### config.mk
export PLATFORM = sky130hd
export DESIGN_NAME = frame_stream_packer_flat
export DESIGN_NICKNAME = d
export VERILOG_FILES = /design/src/rtl/frame_stream_packer_if.sv /design/src/rtl/frame_stream_packer.sv /design/src/flat_wrapper.sv
export SDC_FILE = /design/constraint.sdc
export NUM_CORES = 1
export LEC_CHECK = 0
export CORE_UTILIZATION = 59
export DETAILED_ROUTE_END_ITERATION = 16
export GPL_TIMING_DRIVEN = 1
export PLACE_DENSITY = 0.85
export REMOVE_ABC_BUFFERS = 1
export SKIP_CTS_REPAIR_TIMING = 1
export SLEW_MARGIN = 0
export SYNTH_ARGS = -nofsm -noshare
export SYNTH_HDL_FRONTEND = slang
export SYNTH_SLANG_ARGS = --single-unit
export TNS_END_PERCENT = 20
### constraint.sdc
create_clock -name clk -period 20.6 [get_ports clk]
set_clock_uncertainty 0.1 [all_clocks]
set_input_delay 4.12 -clock clk [delete_from_list [all_inputs] [get_ports clk]]
set_output_delay 4.12 -clock clk [all_outputs]
set_load 0.01 [all_outputs]
### src/rtl/frame_stream_packer_if.sv
// frame_stream_packer_if: 64-bit valid/ready output stream with last.
interface frame_stream_packer_if;
  logic [63:0] m_data;
  logic        m_valid;
  logic        m_ready;
  logic        m_last;

  modport master (
    output m_data,
    output m_valid,
    output m_last,
    input  m_ready
  );

  modport slave (
    input  m_data,
    input  m_valid,
    input  m_last,
    output m_ready
  );
endinterface

### src/rtl/frame_stream_packer.sv
// frame_stream_packer: sync word, header and RAM payload words out on a
// valid/ready stream with last; reads are credit-gated so no word is lost.
module frame_stream_packer #(
  parameter int          ADDR_W     = 9,
  parameter int          RAM_LAT    = 1,
  parameter logic [63:0] SYNC_WORD  = 64'hA5A5123401020304,
  parameter logic [15:0] FRAME_TYPE = 16'h0002,
  parameter logic [15:0] LEN_OFFS   = 16'd4
) (
  input  logic                 clk,
  input  logic                 rst,
  input  logic                 enable,
  input  logic                 frame_en,
  input  logic [15:0]          frame_word_length,
  input  logic [ADDR_W-1:0]    base_addr,
  input  logic [15:0]          dst_addr,
  input  logic [15:0]          src_addr,
  output logic                 ram_rd,
  output logic [ADDR_W-1:0]    ram_addr,
  input  logic [63:0]          ram_dout,
  frame_stream_packer_if.master m,
  output logic                 busy,
  output logic                 err_short,
  output logic                 err_overrun,
  output logic                 abort
);

  localparam logic [2:0] DEPTH = 3'(RAM_LAT + 2);
  localparam logic [1:0] PMAX  = 2'(RAM_LAT + 1);

  typedef enum logic [2:0] {
    IDLE, HDR0, HDR1, PAYLOAD, DRAIN
  } state_t;

  state_t state, state_n;

  logic              fe_s1, fe_s2, rise;
  logic [14:0]       n_words;
  logic              n_ok, start, short_req, flush;
  logic [15:0]       len_q, dst_q, src_q;
  logic [ADDR_W-1:0] addr;
  logic [13:0]       left;

  logic [64:0]       mem [0:3];
  logic [1:0]        wp, rp, wp_n, rp_n;
  logic [2:0]        cnt, infl;
  logic [RAM_LAT-1:0] pv, pl;
  logic              arrive, arr_last;
  logic              head_vld, head_last;
  logic [63:0]       head_data;
  logic              pop, pop_fifo, bypass, push;
  logic [64:0]       push_word;

  assign rise      = fe_s1 & ~fe_s2;
  assign n_words   = {1'b0, frame_word_length[15:2]}
                   + {14'd0, |frame_word_length[1:0]};
  assign n_ok      = n_words >= 15'd3;
  assign start     = (state == IDLE) & rise & enable & n_ok;
  assign short_req = (state == IDLE) & rise & enable & ~n_ok;
  assign busy      = state != IDLE;
  assign flush     = busy & ~enable;

  assign arrive    = pv[RAM_LAT-1];
  assign arr_last  = pl[RAM_LAT-1];

  // An empty FIFO forwards returning RAM data straight to the stream.
  assign head_vld  = (cnt != 3'd0) | arrive;
  assign head_data = (cnt != 3'd0) ? mem[rp][63:0] : ram_dout;
  assign head_last = (cnt != 3'd0) ? mem[rp][64] : arr_last;

  assign m.m_valid = head_vld;
  assign m.m_data  = head_data;
  assign m.m_last  = head_last & head_vld;

  assign pop      = head_vld & m.m_ready;
  assign pop_fifo = pop & (cnt != 3'd0);
  assign bypass   = arrive & (cnt == 3'd0) & m.m_ready;

  assign wp_n = (wp == PMAX) ? 2'd0 : wp + 2'd1;
  assign rp_n = (rp == PMAX) ? 2'd0 : rp + 2'd1;

  assign ram_addr = addr;
  assign ram_rd   = (state == PAYLOAD) & enable
                  & (({1'b0, cnt} + {1'b0, infl}) < {1'b0, DEPTH});

  always_comb begin
    push      = 1'b0;
    push_word = '0;
    unique case (1'b1)
      state == HDR0: begin
        push      = 1'b1;
        push_word = {1'b0, SYNC_WORD};
      end
      state == HDR1: begin
        push      = 1'b1;
        push_word = {1'b0, FRAME_TYPE,
                     len_q - LEN_OFFS, dst_q, src_q};
      end
      arrive & ~bypass: begin
        push      = 1'b1;
        push_word = {arr_last, ram_dout};
      end
      default: ;
    endcase
  end

  always_comb begin
    state_n = state;
    unique case (state)
      IDLE:    if (start) state_n = HDR0;
      HDR0:    state_n = HDR1;
      HDR1:    state_n = PAYLOAD;
      PAYLOAD: if (ram_rd && left == 14'd1)
                 state_n = DRAIN;
      DRAIN:   if (pop && head_last)
                 state_n = IDLE;
      default: state_n = IDLE;
    endcase
    if (flush) state_n = IDLE;
  end

  always_ff @(posedge clk) begin
    if (push) mem[wp] <= push_word;
  end

  always_ff @(posedge clk) begin
    if (rst) begin
      fe_s1       <= 1'b0;
      fe_s2       <= 1'b0;
      state       <= IDLE;
      err_short   <= 1'b0;
      err_overrun <= 1'b0;
      abort       <= 1'b0;
      len_q       <= '0;
      dst_q       <= '0;
      src_q       <= '0;
      addr        <= '0;
      left        <= '0;
      wp          <= '0;
      rp          <= '0;
      cnt         <= '0;
      infl        <= '0;
      pv          <= '0;
      pl          <= '0;
    end else begin
      fe_s1       <= frame_en;
      fe_s2       <= fe_s1;
      state       <= state_n;
      err_short   <= short_req;
      err_overrun <= busy & rise;
      abort       <= flush;
      if (start) begin
        len_q <= frame_word_length;
        dst_q <= dst_addr;
        src_q <= src_addr;
        addr  <= base_addr;
        left  <= 14'(n_words - 15'd2);
      end else if (ram_rd) begin
        addr <= addr + ADDR_W'(1);
        left <= left - 14'd1;
      end
      if (flush) begin
        wp   <= '0;
        rp   <= '0;
        cnt  <= '0;
        infl <= '0;
        pv   <= '0;
        pl   <= '0;
      end else begin
        if (push)     wp <= wp_n;
        if (pop_fifo) rp <= rp_n;
        cnt  <= cnt + {2'b0, push} - {2'b0, pop_fifo};
        infl <= infl + {2'b0, ram_rd} - {2'b0, arrive};
        pv[0] <= ram_rd;
        pl[0] <= ram_rd & (left == 14'd1);
        for (int i = 1; i < RAM_LAT; i++) begin
          pv[i] <= pv[i-1];
          pl[i] <= pl[i-1];
        end
      end
    end
  end

endmodule

### src/flat_wrapper.sv
// flat-port wrapper written by rule: the top's interface ports become plain ports
module frame_stream_packer_flat 
#(
  parameter int          ADDR_W     = 9,
  parameter int          RAM_LAT    = 1,
  parameter logic [63:0] SYNC_WORD  = 64'hA5A5123401020304,
  parameter logic [15:0] FRAME_TYPE = 16'h0002,
  parameter logic [15:0] LEN_OFFS   = 16'd4
)
  (clk, rst, enable, frame_en, frame_word_length, base_addr, dst_addr, src_addr, ram_rd, ram_addr, ram_dout, busy, err_short, err_overrun, abort, m_m_data, m_m_valid, m_m_last, m_m_ready);
  frame_stream_packer_if m_i ();
  input  logic clk;
  input  logic rst;
  input  logic enable;
  input  logic frame_en;
  input  logic [15:0] frame_word_length;
  input  logic [ADDR_W-1:0] base_addr;
  input  logic [15:0] dst_addr;
  input  logic [15:0] src_addr;
  output logic ram_rd;
  output logic [ADDR_W-1:0] ram_addr;
  input  logic [63:0] ram_dout;
  output logic busy;
  output logic err_short;
  output logic err_overrun;
  output logic abort;
  output wire logic [$bits(m_i.m_data)-1:0] m_m_data;
  output wire logic [$bits(m_i.m_valid)-1:0] m_m_valid;
  output wire logic [$bits(m_i.m_last)-1:0] m_m_last;
  input wire logic [$bits(m_i.m_ready)-1:0] m_m_ready;
  assign m_m_data = m_i.m_data;
  assign m_m_valid = m_i.m_valid;
  assign m_m_last = m_i.m_last;
  assign m_i.m_ready = m_m_ready;
  frame_stream_packer #(.ADDR_W(ADDR_W), .RAM_LAT(RAM_LAT), .SYNC_WORD(SYNC_WORD), .FRAME_TYPE(FRAME_TYPE), .LEN_OFFS(LEN_OFFS)) u_core (.clk(clk), .rst(rst), .enable(enable), .frame_en(frame_en), .frame_word_length(frame_word_length), .base_addr(base_addr), .dst_addr(dst_addr), .src_addr(src_addr), .ram_rd(ram_rd), .ram_addr(ram_addr), .ram_dout(ram_dout), .m(m_i), .busy(busy), .err_short(err_short), .err_overrun(err_overrun), .abort(abort));
endmodule
==> flow_summary.yaml <==
worst_setup_path:
  end_kind: "output pin"
  cp_max_fo: 22
  worstPathRequired_ns: 16.38
  critPathKind: "input port to output pin"
  r2r_start: "u_core.cnt[1]"
  reg2reg_setup_slack_ns: 16.61
  r2r_end: "u_core.mem[2][22]"
  startpoint_type: "input port"
  cp.arrival_ns: 6.14
  reg2regPathDepth: 9
final_layout:
  area_delta_synth_final_pct: 21.9
  final_area_um2: 19100
  layout.nets: 1416
  n_fill_cell: 1663
  final_util_pct: 73.5
  drive_gt1_share_pct: 16.7
  diodes: 0
run_status:
  outcome: "finished clean"
timing:
  layout_min_cycle_time_ns: 10.36
  worst_pin_slew_ns: 1.15
  fin_tns_setup_ns: 0
  fin_crit_sh_pct: 50.3
  drv_slew: 0
  hold_viol: 0
  rsz0062_at_grt: "false"
  timing.fmax_mhz: 96.5
  relSlewSlack_pct: 23.5
  fin_ws_ns: 10.24
  finalSetupViolCount: 0
placement:
  port_buffers: 205
  pre_cts_ws_ns: 10.26
  gp_congestion: 0.895
  place_area_um2: 18000
  place_hpwl_um: 21900
logic_synthesis:
  syn_area_um2: 15700
  synth-edff-count: 260
  yosysMostFrequentCell: "edfxtp_1"
  ys_ff_latch: 353
  yosysTopAreaCell: "edfxtp_1"
  synth_top_area_share_pct: 49.7
  ys_async_sr_fraction_pct: 0
  yosysSeqAreaShare_pct: 61.6
  syn_inst: 1085
  synthTopCellsByCount: "edfxtp_1 (260), nor2_1 (104), dfxtp_1 (93)"
  syn_area_per_cell_um2: 14.5
  synth.area.top_cells: "edfxtp_1 (50%), dfxtp_1 (12%), mux4_2 (9.3%)"
  synthFlopType: "edfxtp_1"
  yosys_warnings: 0
  synth.distinct_cells: 68
pwr:
  switching_share_pct: 27.5
  p_int_uw: 1530
  p_leak_uw: 0.00659
  max-vdd-ir-drop_mv: 0.0737
  p_seq_share_pct: 42.1
  p_sw_uw: 579
  clock_power_share_pct: 29.7
  p_per_area_nw_per_um2: 110
  pwr-share-comb_pct: 28.2
min_path:
  worstHoldPathCells: 1
  min_from: "u_core.fe_s2"
  hp-class: "flip-flop to flip-flop"
  hold_path_end: "u_core.err_overrun"
global_routing:
  grt_pass1_wl_um: 54800
  grt_overflow: 0
  grt_start_max_net_pins: 83
  antenna_found_initial: 0
  grt_pass1_vias: 9985
  grt_usage_pct: 26.6
routing:
  wl_um: 36200
  routed_via_density: 6.14
  wl_per_cell_um: 22.1
  drc_errors: 0
  drtIter0Drc: 893
  via_count: 10000
  dr.pass1.iters: 5
  antenna_left: 0
clock_network:
  cts_buffers: 37
  cts_root_buf: "clkbuf_16"
  cts_max_level: 2
  clockBufferDepth: 3
  clk_pin_slew_ns: 0.06
  clock_sinks: 353
  cts_tree: "done"
  clk-insertion-delay-late_ns: 0.51
floorplanning:
  initial_core_util_pct: 60.3
  coreArea_um2: 26100
  die_w_um: 165
  pin_count: 206
  die_area_um2: 27300
  rows: 59
  die_h_um: 165
run:
  cap_viol_max_count: 0
-- cell type report --
cell class | count | area (um^2) | area share, %
Sequential cell | 353 | 9680 | 50.5
Timing Repair Buffer | 217 | 2140 | 11.2
Inverter | 24 | 90.1 | 0.470
Tap cell | 335 | 419 | 2.19
Clock buffer | 50 | 1010 | 5.30
Multi-Input combinational cell | 639 | 5690 | 29.7
Clock inverter | 17 | 125 | 0.653
-- kinds of logic (layout without fill, tap and decap cells) --
group	count (synthesis)	in the layout	share of synthesized area (%)
DFF	353	353	61.6
and+or+nand+nor	257	257	8.07
muxes	186	186	17.6
AOI/OAI and AO/OA	136	136	6.26
buffers and inverters	93	308	2.61
xor gates and xnor gates	42	42	2.34
adders and majority gates	18	18	1.58
-- power by group through the flow --
| stage | combinational, uW | clock [uW] | sequential, uW |
|---|---|---|---|
| after floorplan | 348 | 0 | 901 |
| after global placement | 581 | 0 | 895 |
| after detailed placement | 591 | 0 | 901 |
| after CTS | 597 | 631 | 887 |
| after global routing | 633 | 660 | 893 |
| final | 594 | 625 | 885 |
-- worst max-delay path, cell delays in order --
cell and delay (ns):
clkdlybuf4s50_1 0.55, nand3b_1 0.10, or3_4 0.52, inv_2 0.25, clkdlybuf4s50_1 0.59
-- per-stage QoR --
stage / hold slack (ns) / power [uW] / std cells
after floorplan: 0.316 / 1250 / 1016
after global placement: 0.334 / 1480 / 1568
after detailed placement: 0.333 / 1490 / 1568
after CTS: 0.351 / 2120 / 1635
after global routing: 0.382 / 2190 / 1635
final: 0.344 / 2100 / 1635
-- layout by cell type, fill, tap and decap left out, types with 24 or more instances in the layout --
| cell type | count |
|---|---|
| a21oi_1 | 24 |
| a22o_1 | 29 |
| clkbuf_16 | 37 |
| clkdlybuf4s50_1 | 204 |
| dfxtp_1 | 91 |
| edfxtp_1 | 260 |
| mux2_2 | 65 |
| mux2i_1 | 56 |
| mux4_2 | 65 |
| nand2_1 | 42 |
| nor2_1 | 102 |
| xnor2_1 | 33 |
-- how the worst max path moves through the flow --
stage | depth (start not counted) | slack (ns) | start | endpoint
after floorplan | 3 | 6.82 | m_m_ready | u_core.mem[1][0]
after global placement | 5 | 10.28 | enable | ram_rd
after detailed placement | 5 | 10.26 | enable | ram_rd
after CTS | 5 | 10.27 | enable | ram_rd
after global routing | 5 | 10.17 | enable | ram_rd
final | 5 | 10.24 | enable | ram_rd
-- sequential cells by signal, indices dropped and copies added, names as in the netlist, 3 cells and up, named ones only --
register / flops
u_core.infl: 3
u_core.len_q: 16
u_core.state: 3
u_core.ram_addr: 9
u_core.dst_q: 16
u_core.mem: 260
u_core.left: 14
u_core.cnt: 3
u_core.src_q: 16
-- metal layers --
metal / share of wire (%) / vias to the layer above / global-route usage, %
met1: 41 / 5000 / 35.8
met5: 0 / - / 0
met4: 2.0 / 0 / 7.26
met3: 7.4 / 57 / 4.35
li1: - / 4542 / -
met2: 49 / 438 / 44.8
(Power assumes the default switching activity.)
